`src/rtl/fifo_rd_stream_pkg.sv`:
```
// Shared defaults for the FIFO read-side stream adapter: data width, burst length, queue depth.
// No logic; the width helper lets a single-beat burst still carry a 1-bit counter.
package fifo_rd_stream_pkg;

  localparam int DEF_DW        = 16;
  localparam int DEF_BURST_LEN = 8;
  localparam int Q_DEPTH       = 3;

  function automatic int beat_w(input int n);
    return (n > 1) ? $clog2(n) : 1;
  endfunction

endpackage

```
`src/rtl/fifo_rd_stream_skid_q3.sv`:
```
// 3-entry in-order register queue; head always at entry 0, visible the cycle after push.
// No backpressure of its own: the caller keeps pushes within the free space.
module skid_q3 #(
  parameter int W = 16
) (
  input  logic         clk,
  input  logic         rst,
  input  logic         push,
  input  logic         pop,
  input  logic [W-1:0] din,
  output logic [W-1:0] dout,
  output logic [1:0]   occ
);

  logic [W-1:0] mem     [3];
  logic [W-1:0] mem_nxt [3];
  logic [1:0]   occ_nxt;

  // Pop shifts toward the head first, so a same-cycle push lands behind the surviving entries.
  always_comb begin
    mem_nxt = mem;
    occ_nxt = occ;
    if (pop && (occ != 2'd0)) begin
      mem_nxt[0] = mem[1];
      mem_nxt[1] = mem[2];
      occ_nxt    = occ - 2'd1;
    end
    if (push && (occ_nxt != 2'd3)) begin
      for (int i = 0; i < 3; i++) begin
        if (occ_nxt == 2'(i)) mem_nxt[i] = din;
      end
      occ_nxt = occ_nxt + 2'd1;
    end
  end

  always_ff @(posedge clk) begin
    if (rst) begin
      occ <= 2'd0;
      for (int i = 0; i < 3; i++) mem[i] <= '0;
    end else begin
      occ <= occ_nxt;
      for (int i = 0; i < 3; i++) mem[i] <= mem_nxt[i];
    end
  end

  assign dout = mem[0];

endmodule

```
`src/rtl/fifo_rd_stream.sv`:
```
// FIFO read port to valid/ready stream with burst framing; first word visible 2 cycles after its read.
// Consumer stalls hold m_data; reads stop once buffered plus in-flight words reach the queue depth.
module fifo_rd_stream
  import fifo_rd_stream_pkg::*;
#(
  parameter int  DW        = DEF_DW,
  parameter int  BURST_LEN = DEF_BURST_LEN,
  localparam int BW        = beat_w(BURST_LEN)
) (
  input  logic          clk,
  input  logic          rst,
  input  logic          en,
  input  logic          fifo_empty,
  output logic          fifo_rd_en,
  input  logic [DW-1:0] fifo_rd_data,
  output logic          m_valid,
  input  logic          m_ready,
  output logic [DW-1:0] m_data,
  output logic          m_last,
  output logic [BW-1:0] beat_idx,
  output logic [31:0]   word_cnt
);

  localparam logic [BW-1:0] LAST_IDX = BW'(BURST_LEN - 1);

  logic [1:0] occ;
  logic       inflight;
  logic       xfer;

  // Counting the in-flight word reserves its slot, so the issue decision never looks at m_ready.
  assign fifo_rd_en = !rst && en && !fifo_empty &&
                      ((3'(occ) + 3'(inflight)) < 3'(Q_DEPTH));

  assign m_valid = (occ != 2'd0);
  assign xfer    = m_valid && m_ready;
  assign m_last  = m_valid && (beat_idx == LAST_IDX);

  skid_q3 #(.W(DW)) u_q (
    .clk  (clk),
    .rst  (rst),
    .push (inflight),
    .pop  (xfer),
    .din  (fifo_rd_data),
    .dout (m_data),
    .occ  (occ)
  );

  always_ff @(posedge clk) begin
    if (rst) begin
      inflight <= 1'b0;
      beat_idx <= '0;
      word_cnt <= 32'd0;
    end else begin
      inflight <= fifo_rd_en;
      if (xfer) begin
        word_cnt <= word_cnt + 32'd1;
        beat_idx <= (beat_idx == LAST_IDX) ? '0 : beat_idx + 1'b1;
      end
    end
  end

endmodule

```
`config.mk`:
```
export PLATFORM = sky130hd
export DESIGN_NAME = fifo_rd_stream
export DESIGN_NICKNAME = d
export VERILOG_FILES = /design/src/rtl/fifo_rd_stream_pkg.sv /design/src/rtl/fifo_rd_stream_skid_q3.sv /design/src/rtl/fifo_rd_stream.sv
export SDC_FILE = /design/constraint.sdc
export NUM_CORES = 1
export LEC_CHECK = 0
export BUFFER_PORTS_ARGS = -buffer_cell sky130_fd_sc_hd__clkbuf_2
export CAP_MARGIN = 15
export CORE_ASPECT_RATIO = 1.2
export CORE_UTILIZATION = 30
export CTS_CLUSTER_DIAMETER = 200
export CTS_CLUSTER_SIZE = 12
export DETAILED_ROUTE_END_ITERATION = 10
export PLACE_DENSITY = 0.52
export SLEW_MARGIN = 30
export SYNTH_ARGS = -nofsm -noshare
export SYNTH_HDL_FRONTEND = slang
export SYNTH_SLANG_ARGS = --single-unit
```
`constraint.sdc`:
```
create_clock -name clk -period 2.6 [get_ports clk]
set_clock_uncertainty 0.1 [all_clocks]
set_input_delay 0.26 -clock clk [delete_from_list [all_inputs] [get_ports clk]]
set_output_delay 0.26 -clock clk [all_outputs]
set_load 0.005 [all_outputs]
```
Yosys cells after proc, flatten, opt, wreduce, memory -nomap -nowiden
Index checks and enable logic that the tools add are counted.
- output and inout port bits: 54
- register bits: 86
- input bits: 21
- word-level logic and storage cells: 37
- $lt $le $gt $ge: 1
- mux-type cells: 8
- reduce and logical (&&, ||, !) cells: 12
- $add $sub $neg: 5
- eq/ne operators: 4
- operators with widths (operator ; number):
    $mux W16 ; 3
    $mux W48 ; 1
    $add A32 B1 Y32 const B ; 1
    $mux W32 ; 1
    $logic_and A1 B1 Y1 ; 7
    $mux W2 ; 2
    $add A2 B1 Y3 ; 1
    $add A3 B1 Y3 const B ; 1
    $eq A3 B3 Y1 const B ; 1
    $lt A3 B2 Y1 const B ; 1
    $mux W3 ; 1
    $add A2 B1 Y2 const B ; 1
    $eq A2 B1 Y1 const B ; 1
    $eq A2 B2 Y1 const B ; 1
    $logic_not A1 Y1 ; 2
    $logic_not A2 Y1 ; 1
    $ne A2 B2 Y1 const B ; 1
    $reduce_and A2 Y1 ; 1
    $reduce_bool A2 Y1 ; 1
    $sub A2 B1 Y2 const B ; 1

Longest topological paths before layout
- depth after elaboration: 7
- gate-level depth with buffers: 8
- gate-level depth less buffers: 6

Hierarchy
A second synthesis with hierarchy kept.
- cell total of the unflattened synthesis: 489
- area total of the unflattened synthesis: 4339.2 um^2
- by module, submodules not included (module ; times used ; cells each ; area an instance (um^2) ; seq. area each (um^2)):
    skid_q3 ; 1 ; 284 ; 2588.7 ; 1001.0
    fifo_rd_stream ; 1 ; 205 ; 1750.4 ; 720.7

Worst setup path before layout
No wires, ideal clock.
- path type: reg-to-reg
- from: register u_q.occ[0]
- to: register word_cnt[24]
- buffers on the path: 2
- library setup time: 0.132 ns
- period minus slack after synthesis: 2.266 ns
- data arrival time: 2.033 ns
- stages on the path, launching flop included: 9
- setup slack: 0.334 ns
- data required time: 2.368 ns
- path through: dfxtp_1 > inv_1 > ha_1 > nand3b_1 > or4_1 > clkbuf_1 > clkbuf_1 > o31ai_1 > a21oi_1
- word-level cells in the longest chain between the ends: 2
- RTL lines (element ; line ; source):
    start, declared ; fifo_rd_stream_skid_q3.sv:12 ; output logic [1:0] occ
    start signal, assigned ; fifo_rd_stream_skid_q3.sv:41 ; occ <= occ_nxt;
    $reduce_bool A2 Y1 ; fifo_rd_stream.sv:34 ; assign m_valid = (occ != 2'd0);
    $logic_and A1 B1 Y1 ; fifo_rd_stream.sv:35 ; assign xfer = m_valid && m_ready;
    end signal, assigned ; fifo_rd_stream.sv:56 ; word_cnt <= word_cnt + 32'd1;
    end, declared ; fifo_rd_stream.sv:21 ; output logic [31:0] word_cnt
No other way between the ends.
A chain may end at the register's enable or synchronous reset.

Final worst setup path
- from: register u_q.occ[0]
- to: output fifo_rd_en
- word-level cells in the longest chain between the ends: 3
- RTL lines (element ; line ; source):
    $add A2 B1 Y3 ; fifo_rd_stream.sv:32 ; ((3'(occ) + 3'(inflight)) < 3'(Q_DEPTH));
    $lt A3 B2 Y1 ; fifo_rd_stream.sv:32 ;
    $logic_and A1 B1 Y1 ; fifo_rd_stream.sv:31 ; assign fifo_rd_en = !rst && en && !fifo_empty &&
    end, declared ; fifo_rd_stream.sv:14 ; output logic fifo_rd_en,
No other way between the ends.

==> results.json <==
{
  "holdBufCountCts": 0,
  "critPathArrivalTime_ns": 2.06,
  "antenna_found_initial": 0,
  "grt_remaining_overflow": 0,
  "syn_inst": 452,
  "diodes": 0,
  "syn_nets": 480,
  "max_cap_violations": 0,
  "cts_sinks": 86,
  "crit_fanout": 2,
  "grt_pass1_vias": 3477,
  "gp_congestion": 0.742,
  "post_cts_buffers": 0,
  "drcViolationCount": 0,
  "path_buf_inv": 2,
  "finalHoldViolCount": 0,
  "dr.pass1.iters": 4,
  "syn_area_per_cell_um2": 8.98,
  "hold_class": "in2reg",
  "layout_min_cycle_time_ns": 2.42,
  "row_count": 46,
  "peakVddDrop_mv": 0.367,
  "yosys.area.top_type": "dfxtp_1",
  "rsz0062_at_grt": "false",
  "cts_tree": "done",
  "clk_pin_slew_ns": 0.06,
  "syn_area_um2": 4060,
  "gr-usage-all-layers_pct": 15.5,
  "critPathLaunchType": "flip-flop",
  "grt_pass1_wl_um": 17300,
  "cpPeakStageDelay_ns": 0.63,
  "fill_cells": 1364,
  "setup_ws_ns": 0.176,
  "layout.nets": 538,
  "path_delay_family": "simple AND/OR/NAND/NOR gates",
  "dieHeight_um": 129,
  "worstPathRequired_ns": 2.24,
  "worst_slew_pin_slew_ns": 0.940,
  "synthTopCellsByCount": "dfxtp_1 (86), a21oi_1 (45), nor3_1 (35), a211oi_1 (31), mux2i_1 (31)",
  "ys_warn_count": 0,
  "synth_most_common_cell": "dfxtp_1",
  "viasPerCell": 5.39,
  "synth-seq-cells": 86,
  "ys_seq_area_share_pct": 42.4,
  "cpMostUsedCell": "ha_1",
  "postSynth.asyncResetShare_pct": 0,
  "min_period_over_period_pct": 93.2,
  "critPathKind": "reg2out",
  "relSlewSlack_pct": 37.3,
  "hpwl_um": 6780,
  "pin_count": 75,
  "die-width_um": 108,
  "cts_htree_levels": 3,
  "synth_flop_cell": "dfxtp_1",
  "powerDensity_nw_per_um2": 756,
  "worstPathCellList": "buf_4 > ha_1 > ha_1 > or4b_2 > a21oi_1 > clkbuf_2",
  "drtIter0Drc": 223,
  "worst_path_max_delay_cell": "or4b_2",
  "drive_gt1_share_pct": 23.5,
  "die_area_um2": 14000,
  "ys_top_cells_by_area": "dfxtp_1 (42%), mux2i_1 (7.6%), a211oi_1 (5.7%)",
  "design.core.area_um2": 13200,
  "max_freq_mhz": 413,
  "routedWlPerCell_um": 15.4,
  "slew_viol_final": 0,
  "outcome": "finished clean",
  "whs_ns": 0.0851,
  "num_vias": 3673,
  "drt-total-wl_um": 10500,
  "synth.distinct_cells": 40,
  "dp.cells": 667,
  "post-place-ws_ns": 0.214,
  "numCtsBuffers": 9,
  "start_util_pct": 30.7,
  "setup-violations-final": 0,
  "synth_edf_count": 0,
  "cp-end-kind": "output pin",
  "clock_latency_ns": 0.34,
  "cts-resized-gates": 0,
  "grt_max_degree": 86,
  "cts_buffer_depth": 2,
  "p_leak_nw": 1.95,
  "port_buffers": 74,
  "synth_top_area_share_pct": 42.4,
  "final_antenna_net_count": 0,
  "fin_cells": 682,
  "root_buffer": "clkbuf_16",
  "area_growth_syn_to_layout_pct": 21.1,
  "finalSetupTns_ns": 0
}
[stage by stage]
step | utilization (%) | instance area (um^2) | power [W]
6_report | 37.1 | 4910 | 0.00371
5_1_grt | 37.1 | 4910 | 0.00388
4_1_cts | 37.1 | 4910 | 0.00375
3_5_place_dp | 34.6 | 4580 | 0.00227
3_3_place_gp | 34.6 | 4580 | 0.00227
2_1_floorplan | - | 4060 | 0.00201
[final cells by class]
| cell class | count | area (um^2) | share of cell area, % |
|---|---|---|---|
| well taps | 168 | 210 | 4.28 |
| clock inverters | 6 | 111 | 2.27 |
| repair buffers | 99 | 558 | 11.4 |
| multi-input cells | 306 | 2060 | 41.9 |
| inverters | 8 | 30.0 | 0.611 |
| flip-flops and latches | 86 | 1720 | 35.0 |
| clock buffers | 9 | 225 | 4.58 |
[sequential cells by signal (all words and copies together), names as in the netlist]
name      count
u_q.mem      32
word_cnt     32
u_q.dout     16
beat_idx      3
u_q.occ       2
inflight      1
[where the power goes]
part / leakage (nW) / total, W / internal, W / switching, W
Combinational: 1.09 / 0.000803 / 0.000282 / 0.000521
Sequential: 0.695 / 0.00144 / 0.00139 / 0.0000452
Clock: 0.161 / 0.00147 / 0.000934 / 0.000541
[routing by layer]
layer	track usage [%]	wire length (um)
met5	0	0
met4	5.16	144
met3	3.87	503
met2	27.1	5040
met1	18.5	4790
[logic make-up (layout without fill, tap and decap cells)]
group / Yosys count / after routing / synth area share, %
adder cells (fa/ha/maj): 7 / 7 / 2.16
XOR/XNOR: 12 / 12 / 2.77
multiplexers: 31 / 31 / 7.64
AND/OR/NAND/NOR: 139 / 139 / 19.4
flip-flops: 86 / 86 / 42.4
AO/OA/AOI/OAI: 117 / 117 / 18.5
buffers and inverters: 60 / 122 / 7.12
[path summary, 6_finish.rpt]
check	slack, ns	start	end	depth (start not counted)
worst min register to register	0.37	u_q.mem[1]	u_q.mem[1]	2
worst min-delay path	0.09	fifo_empty	inflight	3
worst max register to register	0.20	u_q.occ[0]	word_cnt[31]	7
worst max-delay path	0.18	u_q.occ[0]	fifo_rd_en	6
[placed cells by master, fill, tap and decap left out, types with 19 or more instances in the layout]
cell | synthesis | routed
dfxtp_1 | 86 | 86
clkbuf_2 | 0 | 74
a21oi_1 | 45 | 45
nor3_1 | 35 | 35
mux2i_1 | 31 | 31
a211oi_1 | 31 | 31
o31ai_1 | 30 | 30
buf_4 | 16 | 25
nand4_1 | 21 | 21
nand2_1 | 19 | 19
[worst reg2reg max path, cell delays in order (launching register included)]
cell	delay, ns
dfxtp_1	0.33
inv_1	0.09
ha_1	0.24
and4b_1	0.26
or4b_1	0.49
buf_4	0.19
or4_1	0.47
a21oi_1	0.15
(Power assumes the default switching activity.)
